<file path="src/rtl/uart_rx.sv">
// UART receiver: 1 start, 8 data (LSB first), odd parity, 1+ stop bits.
// Good bytes are written to the RX FIFO; dropped bytes raise a one-cycle error pulse.
module uart_rx #(
    parameter int DIV         = 1,
    parameter int SYNC_STAGES = 2
) (
    input  logic       clk,
    input  logic       rst,
    input  logic       rx_i,
    input  logic       full_i,
    output logic       we_o,
    output logic [7:0] data_o,
    output logic       parity_err_o,
    output logic       frame_err_o,
    output logic       overrun_o,
    output logic       busy_o
);

    localparam int          HALF     = DIV / 2;
    localparam logic [15:0] CNT_LAST = 16'(DIV - 1);
    localparam logic [15:0] CNT_HALF = 16'(HALF);

    typedef enum logic [2:0] {
        IDLE,
        START,
        DATA,
        PARITY,
        STOP,
        WAIT_HIGH
    } state_t;

    logic [SYNC_STAGES-1:0] sync_q;
    logic                   rx_s;
    logic                   sample;
    state_t                 state;
    logic [15:0]            cnt;
    logic [2:0]             bit_idx;
    logic [7:0]             shreg;
    logic                   par_ok;

    // Synchroniser resets to the idle-high line level so reset release never looks like a start bit.
    always_ff @(posedge clk or posedge rst) begin
        if (rst) begin
            sync_q <= '1;
        end else begin
            sync_q <= {sync_q[SYNC_STAGES-2:0], rx_i};
        end
    end

    assign rx_s   = sync_q[SYNC_STAGES-1];
    assign sample = (cnt == CNT_LAST);

    always_ff @(posedge clk or posedge rst) begin
        if (rst) begin
            state        <= IDLE;
            cnt          <= '0;
            bit_idx      <= '0;
            shreg        <= '0;
            par_ok       <= 1'b0;
            we_o         <= 1'b0;
            data_o       <= '0;
            parity_err_o <= 1'b0;
            frame_err_o  <= 1'b0;
            overrun_o    <= 1'b0;
            busy_o       <= 1'b0;
        end else begin
            // NOTE: pulses default low each cycle, so any branch that sets one yields exactly one clock.
            we_o         <= 1'b0;
            parity_err_o <= 1'b0;
            frame_err_o  <= 1'b0;
            overrun_o    <= 1'b0;

            case (state)
                IDLE: begin
                    if (!rx_s) begin
                        busy_o <= 1'b1;
                        if (HALF == 0) begin
                            state   <= DATA;
                            cnt     <= '0;
                            bit_idx <= '0;
                        end else begin
                            state <= START;
                            cnt   <= 16'd1;
                        end
                    end
                end

                START: begin
                    if (cnt == CNT_HALF) begin
                        cnt <= '0;
                        if (!rx_s) begin
                            state   <= DATA;
                            bit_idx <= '0;
                        end else begin
                            state  <= IDLE;
                            busy_o <= 1'b0;
                        end
                    end else begin
                        cnt <= cnt + 16'd1;
                    end
                end

                DATA: begin
                    if (sample) begin
                        shreg[bit_idx] <= rx_s;
                        cnt            <= '0;
                        if (bit_idx == 3'd7) begin
                            state <= PARITY;
                        end else begin
                            bit_idx <= bit_idx + 3'd1;
                        end
                    end else begin
                        cnt <= cnt + 16'd1;
                    end
                end

                PARITY: begin
                    if (sample) begin
                        par_ok <= ^{shreg, rx_s};
                        state  <= STOP;
                        cnt    <= '0;
                    end else begin
                        cnt <= cnt + 16'd1;
                    end
                end

                STOP: begin
                    if (sample) begin
                        cnt <= '0;
                        if (!rx_s) begin
                            frame_err_o <= 1'b1;
                            state       <= WAIT_HIGH;
                        end else begin
                            state  <= IDLE;
                            busy_o <= 1'b0;
                            if (!par_ok) begin
                                parity_err_o <= 1'b1;
                            end else if (full_i) begin
                                overrun_o <= 1'b1;
                            end else begin
                                we_o   <= 1'b1;
                                data_o <= shreg;
                            end
                        end
                    end else begin
                        cnt <= cnt + 16'd1;
                    end
                end

                // A break holds the line low; wait for it to recover before hunting for a start bit.
                WAIT_HIGH: begin
                    if (rx_s) begin
                        state  <= IDLE;
                        busy_o <= 1'b0;
                    end
                end

                default: begin
                    state  <= IDLE;
                    busy_o <= 1'b0;
                    cnt    <= '0;
                end
            endcase
        end
    end

endmodule
</file>
<file path="config.mk">
export PLATFORM = sky130hd
export DESIGN_NAME = uart_rx
export DESIGN_NICKNAME = d
export VERILOG_FILES = /design/src/rtl/uart_rx.sv
export SDC_FILE = /design/constraint.sdc
export NUM_CORES = 1
export LEC_CHECK = 0
export CORE_UTILIZATION = 30
export CTS_CLUSTER_SIZE = 40
export DETAILED_ROUTE_END_ITERATION = 10
export SLEW_MARGIN = 20
export SYNTH_ARGS = -nofsm -noshare
export SYNTH_HDL_FRONTEND = slang
export SYNTH_SLANG_ARGS = --single-unit
</file>
<file path="constraint.sdc">
create_clock -name clk -period 4.85 [get_ports clk]
set_input_delay 0.7275 -clock clk [delete_from_list [all_inputs] [get_ports clk]]
set_output_delay 0.7275 -clock clk [all_outputs]
set_load 0.01 [all_outputs]
</file>
; ---- After elaboration in Yosys (flattened, before gate mapping)
; Cells that the tools add are included.
[word_totals]
reg_bits = 46
in_bits = 4
out_inout_bits = 13
elab_cells = 91
[classes]
n_addsub = 2
magnitude_cmp = 2
n_eq_ne = 15
mux = 42
bitwise = 3
reduce_logical = 15
[ops]
columns = operator, n
row1 = case mux 16 bit (3 select lines), 1
row2 = two-way mux 3 bit, 12
row3 = two-way mux 16 bit, 2
row4 = two-way mux 1 bit, 21
row5 = case mux 3 bit (6 select lines), 1
row6 = "adder 16 x 1 -> 16 bit, second input constant", 1
row7 = zero test 16 bit, 1
row8 = "inequality test 2 bit, second input constant", 8
row9 = "== test 3 bit, second input constant", 3
row10 = case mux 3 bit (3 select lines), 1
row11 = XOR reduction 9 bit, 1
row12 = bitwise mux 8 bit, 1
row13 = AND reduction 7 bit, 1
row14 = "== test 3 x 2 -> 1 bit, second input constant", 2
row15 = AND reduction 2 bit, 3
row16 = AND reduction 5 bit, 1
row17 = "< comparator 3 x 4 -> 1 bit, second input constant", 1
row18 = case mux 1 bit (4 select lines), 1
row19 = AND reduction 4 bit, 1
row20 = OR reduction 2 bit, 2
row21 = OR reduction 4 bit, 1
row22 = "adder 3 x 1 -> 3 bit, second input constant", 1
row23 = demux 1 bit (select 3 bit), 1
row24 = "== test 3 x 1 -> 1 bit, second input constant", 1
row25 = 8 further kinds, 10

; ---- Depth between registers and ports, before layout
; Gate-level depths: netlist of the first run.
[logic_depth]
word_depth = 5
mapped_depth = 8

; ---- Worst setup path after synthesis of the first run
; OpenSTA, ideal clock, no wires.
[synth_path]
path_type = register -> register
from = register cnt[0]
to = register shreg[0]
setup_ns = 0.125
arrival_ns = 1.767
required_time_ns = 4.725
setup_slack_ns = 2.958
stages_incl_launch_ff = 8
period_less_slack_ns = 1.892
path_cell_list = dfrtp_1 inv_1 ha_1 nor3b_1 nand4_1 buf_2 nor3_1 mux2_2
[synth_via]
elab_chain_len = 2
[synth_lines]
columns = element, line_no
row1 = from (decl), 36  ; logic [15:0] cnt;
row2 = from (signal assigned), 99  ; cnt <= cnt + 16'd1;
row3 = from (signal assigned), 113  ; cnt <= cnt + 16'd1;
row4 = from (signal assigned), 123  ; cnt <= cnt + 16'd1;
row5 = zero test 16 bit, 51  ; assign sample = (cnt == CNT_LAST);
row6 = AND reduction 2 bit (no source line), n/a
row7 = "to (signal, indexed assignment)", 105  ; shreg[bit_idx] <= rx_s;
row8 = to (decl), 38  ; logic [7:0] shreg;
; Every way passes these cells.
; A chain may end at the register's enable or synchronous reset.

; ---- Final worst setup path of the first run
[layout_path]
from = register cnt[0]
to = register bit_idx[0]
[layout_via]
elab_chain_len = 3
word_cells_on_any_way = 4
cone_classes = eq/ne: 2 / reduce/logical: 2
[layout_lines]
columns = element, line_no
row1 = zero test 16 bit *, "51, 89"
row2 = inequality test 2 bit (no source line), n/a
row3 = AND reduction 4 bit (no source line) *, n/a
row4 = to (signal assigned), 110  ; bit_idx <= bit_idx + 3'd1;
row5 = to (decl), 37  ; logic [2:0] bit_idx;
; Mark *: on every way between the ends. The rest lies on a longest branch, timed or not.

==> out/metrics.yaml, run 1 <==
worst_setup_path:
  crit_arrival_ps: 2950
  crit_path_end_kind: "register"
  worstSetupStartpointType: "register"
  r2r_slack_ps: 2090
  crit_chain: "inv_1, ha_1, nor3b_1, nand4_1, a211oi_2, mux2_1"
  critPathSlowestCell: "nand4_1"
  worstSetupPathType: "register to register"
  cp_top_family: "simple AND/OR/NAND/NOR gates"
  critPathMaxFanout: 22
  crit_buf_inv: 1
  worstPathRequired_ps: 5040
  max_stage_delay_ps: 790
floorplanning:
  die_y_um: 91.5
  core_area_um2: 7730
  die_w_um: 91.5
  placement_rows: 32
  start_util: 0.311
  die-area_um2: 8360
  io_pins: 17
cts:
  post_cts_buffers: 0
  clockRootBuffer: "clkbuf_8"
  numCtsBuffers: 5
  cts_resized: 0
  cts_tree: "done"
  clock_latency_ps: 300
  htree_levels: 2
  cts_hold_buf: 0
  cts_buffer_depth: 2
  cts_sinks: 46
  clk_pin_slew_ps: 90
drt:
  dr.pass1.iters: 4
  drcViolationCount: 0
  routed_wl_um: 4680
  drtAntennaViolNets: 0
  drt_iter0_drc: 106
  viasPerCell: 5.19
  wl_per_cell_um: 13.8
  vias: 1753
yosys:
  netlist_top_cells_count: "44 x dfrtp_1, 17 x mux2_2, 15 x nand2_1"
  synth-xor-area-share: 0.0386
  yosysMostFrequentCell: "dfrtp_1"
  synth_top_area_frac: 0.459
  yosys.area_share.adder: 0.0208
  synth_nets: 232
  synthMuxAreaShare: 0.0969
  ys_async_sr_fraction: 1.00
  synthCells: 224
  synth_top_family_by_area: "simple AND/OR/NAND/NOR gates"
  syn_area_per_cell_um2: 10.7
  ys_warn_count: 0
  synth_top_cell_by_area: "dfrtp_1"
  synth-simple-area-share: 0.203
  netlist_top_cells_area: "dfrtp_1 46%, mux2_2 8.0%, o31ai_1 3.1%"
  synth_area_um2: 2400
  seq_area_frac_synth: 0.480
  ys_ff_latch: 46
  synth_top_flop_cell: "dfrtp_1"
  yosys.cell_types.count: 47
  synth_compound_area_frac: 0.113
  synth_edf_count: 0
layout:
  regArea_um2: 1150
  stdcell_count: 338
  areaGrowthSynthToFinish_pct: 13.4
  nets: 243
  finish.utilization: 0.352
  diodes: 0
  final_design_area_no_fill_um2: 2720
  drive_gt1_frac: 0.157
  multi_input_area_um2: 1140
  fillers: 778
power_and_ir_drop:
  comb_power_share: 0.356
  swShare: 0.336
  leakagePower_uw: 0.00105
  powerDensity_nw_per_um2: 456
  internal_power_uw: 823
  power_frac_seq: 0.454
  power_uw: 1240
  vdd_drop_max_v: 0.000127
  pwr-share-clk: 0.190
  switching_power_uw: 417
sta:
  fin_tns_setup_ps: 0
  rsz0062_at_grt: "no"
  setup-violations-final: 0
  slew_headroom: 0.373
  min_period_over_period: 0.569
  max_freq_mhz: 362
  fin_skew_ps: 8.12
  worstMarginPinSlew_ps: 937
  hold_violations: 0
  min_period_ps: 2760
  finalMaxSlewViolations: 0
place:
  gp_congestion: 0.756
  dp_cells: 330
  dpl_cell_area_um2: 2620
  port_buffers: 16
  dp_hpwl_um: 3150
flow_run:
  max_cap_violations: 0
global_routing:
  grt_max_degree: 47
  grt-ovfl-total: 0
  grt_pass1_wl_um: 8150
  antenna_found_initial: 0
  gr-usage-all-layers: 0.121
  grt_pass1_vias: 1650
status:
  status: "finished, final reports clean"
min_path:
  hold_path_class: "register to register"
[registers in the layout, summed over array words and instances (netlist names), 2 cells and up]
name / count
data_o: 8
shreg: 8
bit_idx: 3
cnt: 16
state: 3
sync_q: 2
[worst reg2reg max path, delay by kind of cell, from the launching register on]
family,cells,cell delay [ps]
adders and majority gates,1,130
AOI/OAI and AO/OA,1,580
and+or+nand+nor,2,1070
muxes,1,350
DFF,1,430
buffers and inverters,1,70
[path summary, 6_finish.rpt]
kind | startpoint | end | depth (start not counted)
min in group asynchronous | rst | cnt[15] | 2
worst max register to register | cnt[0] | bit_idx[0] | 6
worst max-delay path | cnt[0] | bit_idx[0] | 6
worst min register to register | sync_q[0] | sync_q[1] | 0
max in group asynchronous | rst | shreg[1] | 2
worst min-delay path | sync_q[0] | sync_q[1] | 0
[layout make-up]
| type | instances | share of cell area |
|---|---|---|
| Sequential cell | 46 | 0.424 |
| Multi-Input combinational cell | 153 | 0.419 |
| Timing Repair Buffer | 16 | 0.0588 |
| Tap cell | 102 | 0.0469 |
| Clock buffer | 5 | 0.0253 |
| Inverter | 13 | 0.0184 |
| Clock inverter | 3 | 0.00781 |
[cells in the final DEF, fill, tap and decap left out, types with 3 or more instances in the layout]
cell and count:
mux2_2 17, nand3_1 9, nand4_1 6, inv_1 12
nand2_1 15, nor4_2 4, nor3b_1 3, o21ai_0 3
nor4_1 3, clkbuf_8 5, nor3_1 12, or3_1 3
or4_1 9, xnor2_1 7, ha_1 4, o31ai_1 10
nor2_1 6, a31oi_1 3, clkdlybuf4s50_1 16, a21oi_1 11
mux2i_1 3, dfrtp_1 44
[per-layer routing]
| metal | vias to the layer above | track usage | part of all wire |
|---|---|---|---|
| met5 | - | 0 | 0 |
| met4 | 0 | 0.0437 | 0.014 |
| met3 | 6 | 0.0218 | 0.030 |
| met2 | 28 | 0.186 | 0.45 |
| met1 | 866 | 0.169 | 0.50 |
| li1 | 853 | - | - |
[cells by family (layout without fill, tap and decap cells)]
kind of cell               count (synthesis)  in the layout
adders and majority gates                  4              4
AOI/OAI and AO/OA                         40             40
muxes                                     21             21
and+or+nand+nor                           79             79
xor gates and xnor gates                   9              9
DFF                                       46             46
buffers and inverters                     25             37
[through the flow]
stage          hold WS [ps]  setup WS (ps)
2_1_floorplan           345           2960
3_3_place_gp            346           2220
3_5_place_dp            347           2110
5_1_grt                 364           1780
6_report                359           2090
4_1_cts                 361           2100
[power groups by stage]
stage,logic [uW],registers (uW),clock network (uW)
after floorplan,341,550,0
after global placement,438,569,0
after detailed placement,444,572,0
after CTS,446,563,244
after global routing,487,580,259
final,442,564,235
Power figures use the tool's default switching activity.
==> inputs of run 2 (changes only) <==
==> constraint.sdc (replaced) <==
create_clock -name clk -period 2.3 [get_ports clk]
set_input_delay 0.345 -clock clk [delete_from_list [all_inputs] [get_ports clk]]
set_output_delay 0.345 -clock clk [all_outputs]
set_load 0.01 [all_outputs]
==> out/metrics.yaml, run 2 (synthesis results as in run 1) <==
min_path:
  hold_path_class: "register to register"
drt:
  routed_wl_um: 4580  # -2.0%
  dr.pass1.iters: 4  # unchanged
  drtAntennaViolNets: 0  # unchanged
  wl_per_cell_um: 13.2  # -4.2%
  drt_iter0_drc: 97  # -8.5%
  drcViolationCount: 0  # unchanged
  vias: 1788  # +2.0%
  viasPerCell: 5.17  # -0.36%
floorplanning:
  die_y_um: 91.5  # unchanged
  io_pins: 17  # unchanged
  placement_rows: 32  # unchanged
  core_area_um2: 7730  # unchanged
  start_util: 0.311  # unchanged
  die-area_um2: 8360  # unchanged
  die_w_um: 91.5  # unchanged
power_and_ir_drop:
  vdd_drop_max_v: 0.000295  # +130%
  comb_power_share: 0.371  # +0.015
  leakagePower_uw: 0.00110  # +4.3%
  pwr-share-clk: 0.193  # +0.003
  power_frac_seq: 0.436  # -0.018
  swShare: 0.335  # -0.00139
  internal_power_uw: 1770  # +120%
  switching_power_uw: 892  # +110%
  powerDensity_nw_per_um2: 955  # +110%
worst_setup_path:
  critPathMaxFanout: 14  # -36%
  worstPathRequired_ps: 2490  # -2550 ps
  crit_arrival_ps: 2260  # -690 ps
  r2r_slack_ps: 230  # -1860 ps
  worstSetupPathType: "register to register"
  r2r-start: "cnt[0]"
  r2r-end: "shreg[7]"
  reg2reg_depth: 7  # +1
  crit_path_end_kind: "register"
  startpoint: "cnt[0]"
  crit_end: "shreg[7]"
  worstSetupStartpointType: "register"
global_routing:
  grt-ovfl-total: 0  # unchanged
  grt_max_degree: 28  # -40%
  antenna_found_initial: 0  # unchanged
  gr-usage-all-layers: 0.122  # +0.00129
  grt_pass1_vias: 1710  # +3.6%
  grt_pass1_wl_um: 8200  # +0.69%
layout:
  drive_gt1_frac: 0.184  # +0.0276
  final_design_area_no_fill_um2: 2790  # +2.5%
  areaGrowthSynthToFinish_pct: 16.2
  diodes: 0  # unchanged
  largest_register_ffs: 16  # unchanged
  top_register: "cnt"
  final_common_cell: "dfrtp_1"
  reg_top3: "cnt: 16 flops, data_o: 8 flops, shreg: 8 flops"
  final_cell_mix: "44 x dfrtp_1, 17 x mux2_2, 16 x clkdlybuf4s50_1, 15 x nand2_1"
  nets: 251  # +3.3%
cts:
  cts_hold_buf: 0  # unchanged
  cts_resized: 0  # unchanged
  htree_levels: 2  # unchanged
  cts_tree: "done"
  clk_pin_slew_ps: 100  # about the same
  clock_latency_ps: 310  # about the same
  cts_buffer_depth: 2  # unchanged
  post_cts_buffers: 0  # unchanged
  numCtsBuffers: 5  # unchanged
  cts_sinks: 46  # unchanged
  clockRootBuffer: "clkbuf_8"
sta:
  fin_skew_ps: 11.0  # +2.91 ps
  min_period_ps: 2070  # -691 ps
  slew_headroom: 0.536  # +0.162
  rsz0062_at_grt: "no"
  max_freq_mhz: 483  # +33%
  hold_violations: 0  # unchanged
  min_period_over_period: 0.900  # +0.331
  setup-violations-final: 0  # unchanged
  finalMaxSlewViolations: 0  # unchanged
  worstMarginPinSlew_ps: 691  # -246 ps
  fin_tns_setup_ps: 0  # unchanged
place:
  gp_congestion: 0.773  # +2.3%
  dpl_cell_area_um2: 2700  # +2.8%
  dp_hpwl_um: 3230  # +2.5%
  port_buffers: 16  # unchanged
status:
  status: "finished, final reports clean"
flow_run:
  max_cap_violations: 0  # unchanged
==> run 2: area by class of cell <==
cell class,count,area (um2)
fillers,767,4940
well taps,102,128
clock inverters,3,25.0
repair buffers,24,233
flip-flops and latches,46,1150
inverters,13,48.8
multi-input cells,153,1130
clock buffers,5,68.8
==> run 2: worst min-delay path by stage <==
stage               cells past startpoint  startpoint  slack [ps]         to
finish                                  0   sync_q[0]         360  sync_q[1]
global route                            0   sync_q[0]         370  sync_q[1]
CTS                                     0   sync_q[0]         360  sync_q[1]
detailed placement                      0   sync_q[0]         350  sync_q[1]
global placement                        0   sync_q[0]         350  sync_q[1]
floorplan                               0   sync_q[0]         350  sync_q[1]
==> run 2: through the flow <==
step	utilization	total power (uW)	worst slack, ps	instances	hold slack [ps]
after global placement	0.349	2170	347	338	346
after floorplan	-	1880	408	224	345
after CTS	0.361	2700	261	346	362
after global routing	0.361	2850	8.27	346	367
after detailed placement	0.349	2170	271	338	347
final	0.361	2670	230	346	360
==> run 2: critical path, stage by stage (launching register included) <==
cell and delay [ps]:
dfrtp_1 440, inv_1 80, ha_1 130, nor3b_1 300
nand4_1 180, buf_4 230, nor3_1 240, mux2_2 360
==> run 2: power by group through the flow <==
stage               logic, uW  clock network (uW)  registers [uW]
floorplan                 719                   0            1160
finish                    989                 515            1160
global placement          990                   0            1180
global route             1090                 563            1190
detailed placement        993                   0            1180
CTS                       997                 535            1160
==> run 2: layer usage <==
metal | vias to the layer above | share of wire | GRT usage
li1 | 871 | - | -
met1 | 893 | 0.50 | 0.165
met2 | 17 | 0.46 | 0.195
met3 | 7 | 0.023 | 0.0218
met4 | 0 | 0.015 | 0.0437
met5 | - | 0 | 0
==> inputs of run 3 (changes only) <==
--- a/config.mk
+++ b/config.mk
@@ -5,9 +5,12 @@
 export SDC_FILE = /design/constraint.sdc
 export NUM_CORES = 1
 export LEC_CHECK = 0
+export CAP_MARGIN = 20
 export CORE_UTILIZATION = 30
 export CTS_CLUSTER_SIZE = 40
 export DETAILED_ROUTE_END_ITERATION = 10
+export PLACE_DENSITY_LB_ADDON = 0.12
+export SETUP_SLACK_MARGIN = 0.1
 export SLEW_MARGIN = 20
 export SYNTH_ARGS = -nofsm -noshare
 export SYNTH_HDL_FRONTEND = slang
==> out/metrics.yaml, run 3 (synthesis results as in run 1) <==
drt:
  dr.pass1.iters: 4  # unchanged
  wl_per_cell_um: 14.6  # +11%
  drt_iter0_drc: 99  # +2.1%
  drtAntennaViolNets: 0  # unchanged
  drcViolationCount: 0  # unchanged
  routed_wl_um: 5160  # +12%
  viasPerCell: 5.15  # -0.33%
  vias: 1813  # +1.4%
worst_setup_path:
  crit_chain: "nor4_2, nand4_1, buf_4, nor4_1, mux2_2"
  worstSetupStartpointType: "register"
  worstSetupPathType: "register to register"
  crit_arrival_ps: 2240  # -20 ps
  cp_top_family: "simple AND/OR/NAND/NOR gates"
  crit_path_end_kind: "register"
  critPathSlowestCell: "dfrtp_1"
  worstPathRequired_ps: 2470  # -20 ps
  crit_buf_inv: 1  # -1
  critPathMaxFanout: 19  # +5
  max_stage_delay_ps: 460  # +20 ps
cts:
  clock_latency_ps: 300  # about the same
  cts_sinks: 46  # unchanged
  cts_buffer_depth: 2  # unchanged
  htree_levels: 2  # unchanged
  post_cts_buffers: 0  # unchanged
  numCtsBuffers: 5  # unchanged
  clk_pin_slew_ps: 100  # about the same
  clockRootBuffer: "clkbuf_8"
  cts_hold_buf: 0  # unchanged
  cts_tree: "done"
place:
  dp_hpwl_um: 3640  # +13%
  gp_congestion: 0.704  # -8.9%
  pre_cts_ws_ps: 200  # -71.5 ps
  port_buffers: 16  # unchanged
sta:
  finalMaxSlewViolations: 0  # unchanged
  worstMarginPinSlew_ps: 531  # -161 ps
  setup-violations-final: 0  # unchanged
  fin_tns_setup_ps: 0  # unchanged
  hold_violations: 0  # unchanged
  min_period_ps: 2070  # -1.19 ps
  rsz0062_at_grt: "no"
  min_period_over_period: 0.899  # about the same
  max_freq_mhz: 483  # about the same
  fin_skew_ps: 16.9  # +5.90 ps
  fin_ws_ps: 232  # +1.19 ps
  slew_headroom: 0.646  # +0.110
power_and_ir_drop:
  internal_power_uw: 1770  # -0.35%
  powerDensity_nw_per_um2: 930  # -2.7%
  pwr-share-clk: 0.181  # -0.012
  leakagePower_uw: 0.00114  # +3.4%
  vdd_drop_max_v: 0.000405  # +37%
  power_frac_seq: 0.444  # +0.008
  swShare: 0.329  # -0.00582
  comb_power_share: 0.375  # +0.004
  switching_power_uw: 866  # -2.9%
floorplanning:
  die-area_um2: 8360  # unchanged
  core_area_um2: 7730  # unchanged
  io_pins: 17  # unchanged
  placement_rows: 32  # unchanged
  start_util: 0.311  # unchanged
  die_w_um: 91.5  # unchanged
  die_y_um: 91.5  # unchanged
layout:
  largest_register_ffs: 16  # unchanged
  diodes: 0  # unchanged
  drive_gt1_frac: 0.208  # +0.0236
  areaGrowthSynthToFinish_pct: 18.0
  fillers: 771  # +0.52%
  final_common_cell: "dfrtp_1"
  top_register: "cnt"
  reg_top3: "cnt: 16 flops, data_o: 8 flops, shreg: 8 flops"
  final_cell_mix: "44 x dfrtp_1, 17 x mux2_2, 16 x clkdlybuf4s50_1, 15 x nand2_1, 14 x buf_4"
  nets: 258  # +2.8%
global_routing:
  use_met2: 0.194  # -0.00125
  use_met3: 0.0251  # +0.00335
  grt_busiest_layer: "met1"
  grt_max_degree: 31  # +11%
  grt-ovfl-total: 0  # unchanged
  antenna_found_initial: 0  # unchanged
  grt_pass1_vias: 1719  # +0.53%
  met1_usage: 0.201  # +0.0356
  gr-usage-all-layers: 0.133  # +0.0109
  grt_pass1_wl_um: 8800  # +7.3%
status:
  status: "finished, final reports clean"
min_path:
  hold_path_class: "input pin to async pin"
flow_run:
  max_cap_violations: 0  # unchanged
## run 3: final timing paths
path / from / cells after the start / endpoint / slack (ps)
min: rst / 2 / cnt[9] / 350
min in group clk: sync_q[0] / 0 / sync_q[1] / 360
max reg2reg: cnt[9] / 5 / shreg[3] / 230
max in group asynchronous: rst / 3 / sync_q[0] / 1360
max: cnt[9] / 5 / shreg[3] / 230
min reg2reg: sync_q[0] / 0 / sync_q[1] / 360
## run 3: what timing repair did
item,CTS,global route
hold endpoints to repair,0,0
resized for setup,0,1
endpoints found under the setup margin,0,5
## run 3: power groups by stage
stage | clock (uW) | sequential (uW) | combinational [uW]
finish | 476 | 1170 | 988
global placement | 0 | 1200 | 1010
global route | 539 | 1210 | 1090
CTS | 505 | 1180 | 1010
floorplan | 0 | 1160 | 719
detailed placement | 0 | 1190 | 1000
## run 3: per-layer routing
metal  part of all wire  up-vias
li1                   -      885
met4             0.0064        0
met3              0.034        4
met2               0.45       32
met5                  0        -
met1               0.51      892
## run 3: layout make-up
class / count / area [um2] / share of cell area
well taps: 102 / 128 / 0.0451
flip-flops and latches: 46 / 1150 / 0.407
inverters: 13 / 48.8 / 0.0172
multi-input cells: 153 / 1140 / 0.402
repair buffers: 31 / 285 / 0.101
clock inverters: 2 / 10.0 / 0.00353
clock buffers: 5 / 68.8 / 0.0243
## run 3: worst reg2reg max path: stages, from the launching register on
cell and delay [ps]:
dfrtp_1 460, nor4_2 410, nand4_1 170, buf_4 240, nor4_1 300, mux2_2 370
## run 3: stage by stage
step           std cells  hold WS [ps]   util  power, uW  instance area (um2)
2_1_floorplan        224           345      -       1880                 2400
3_3_place_gp         345           348  0.356       2200                 2750
3_5_place_dp         345           350  0.356       2200                 2750
4_1_cts              352           362  0.366       2690                 2830
5_1_grt              352           370  0.367       2830                 2830
6_report             352           348  0.367       2630                 2830
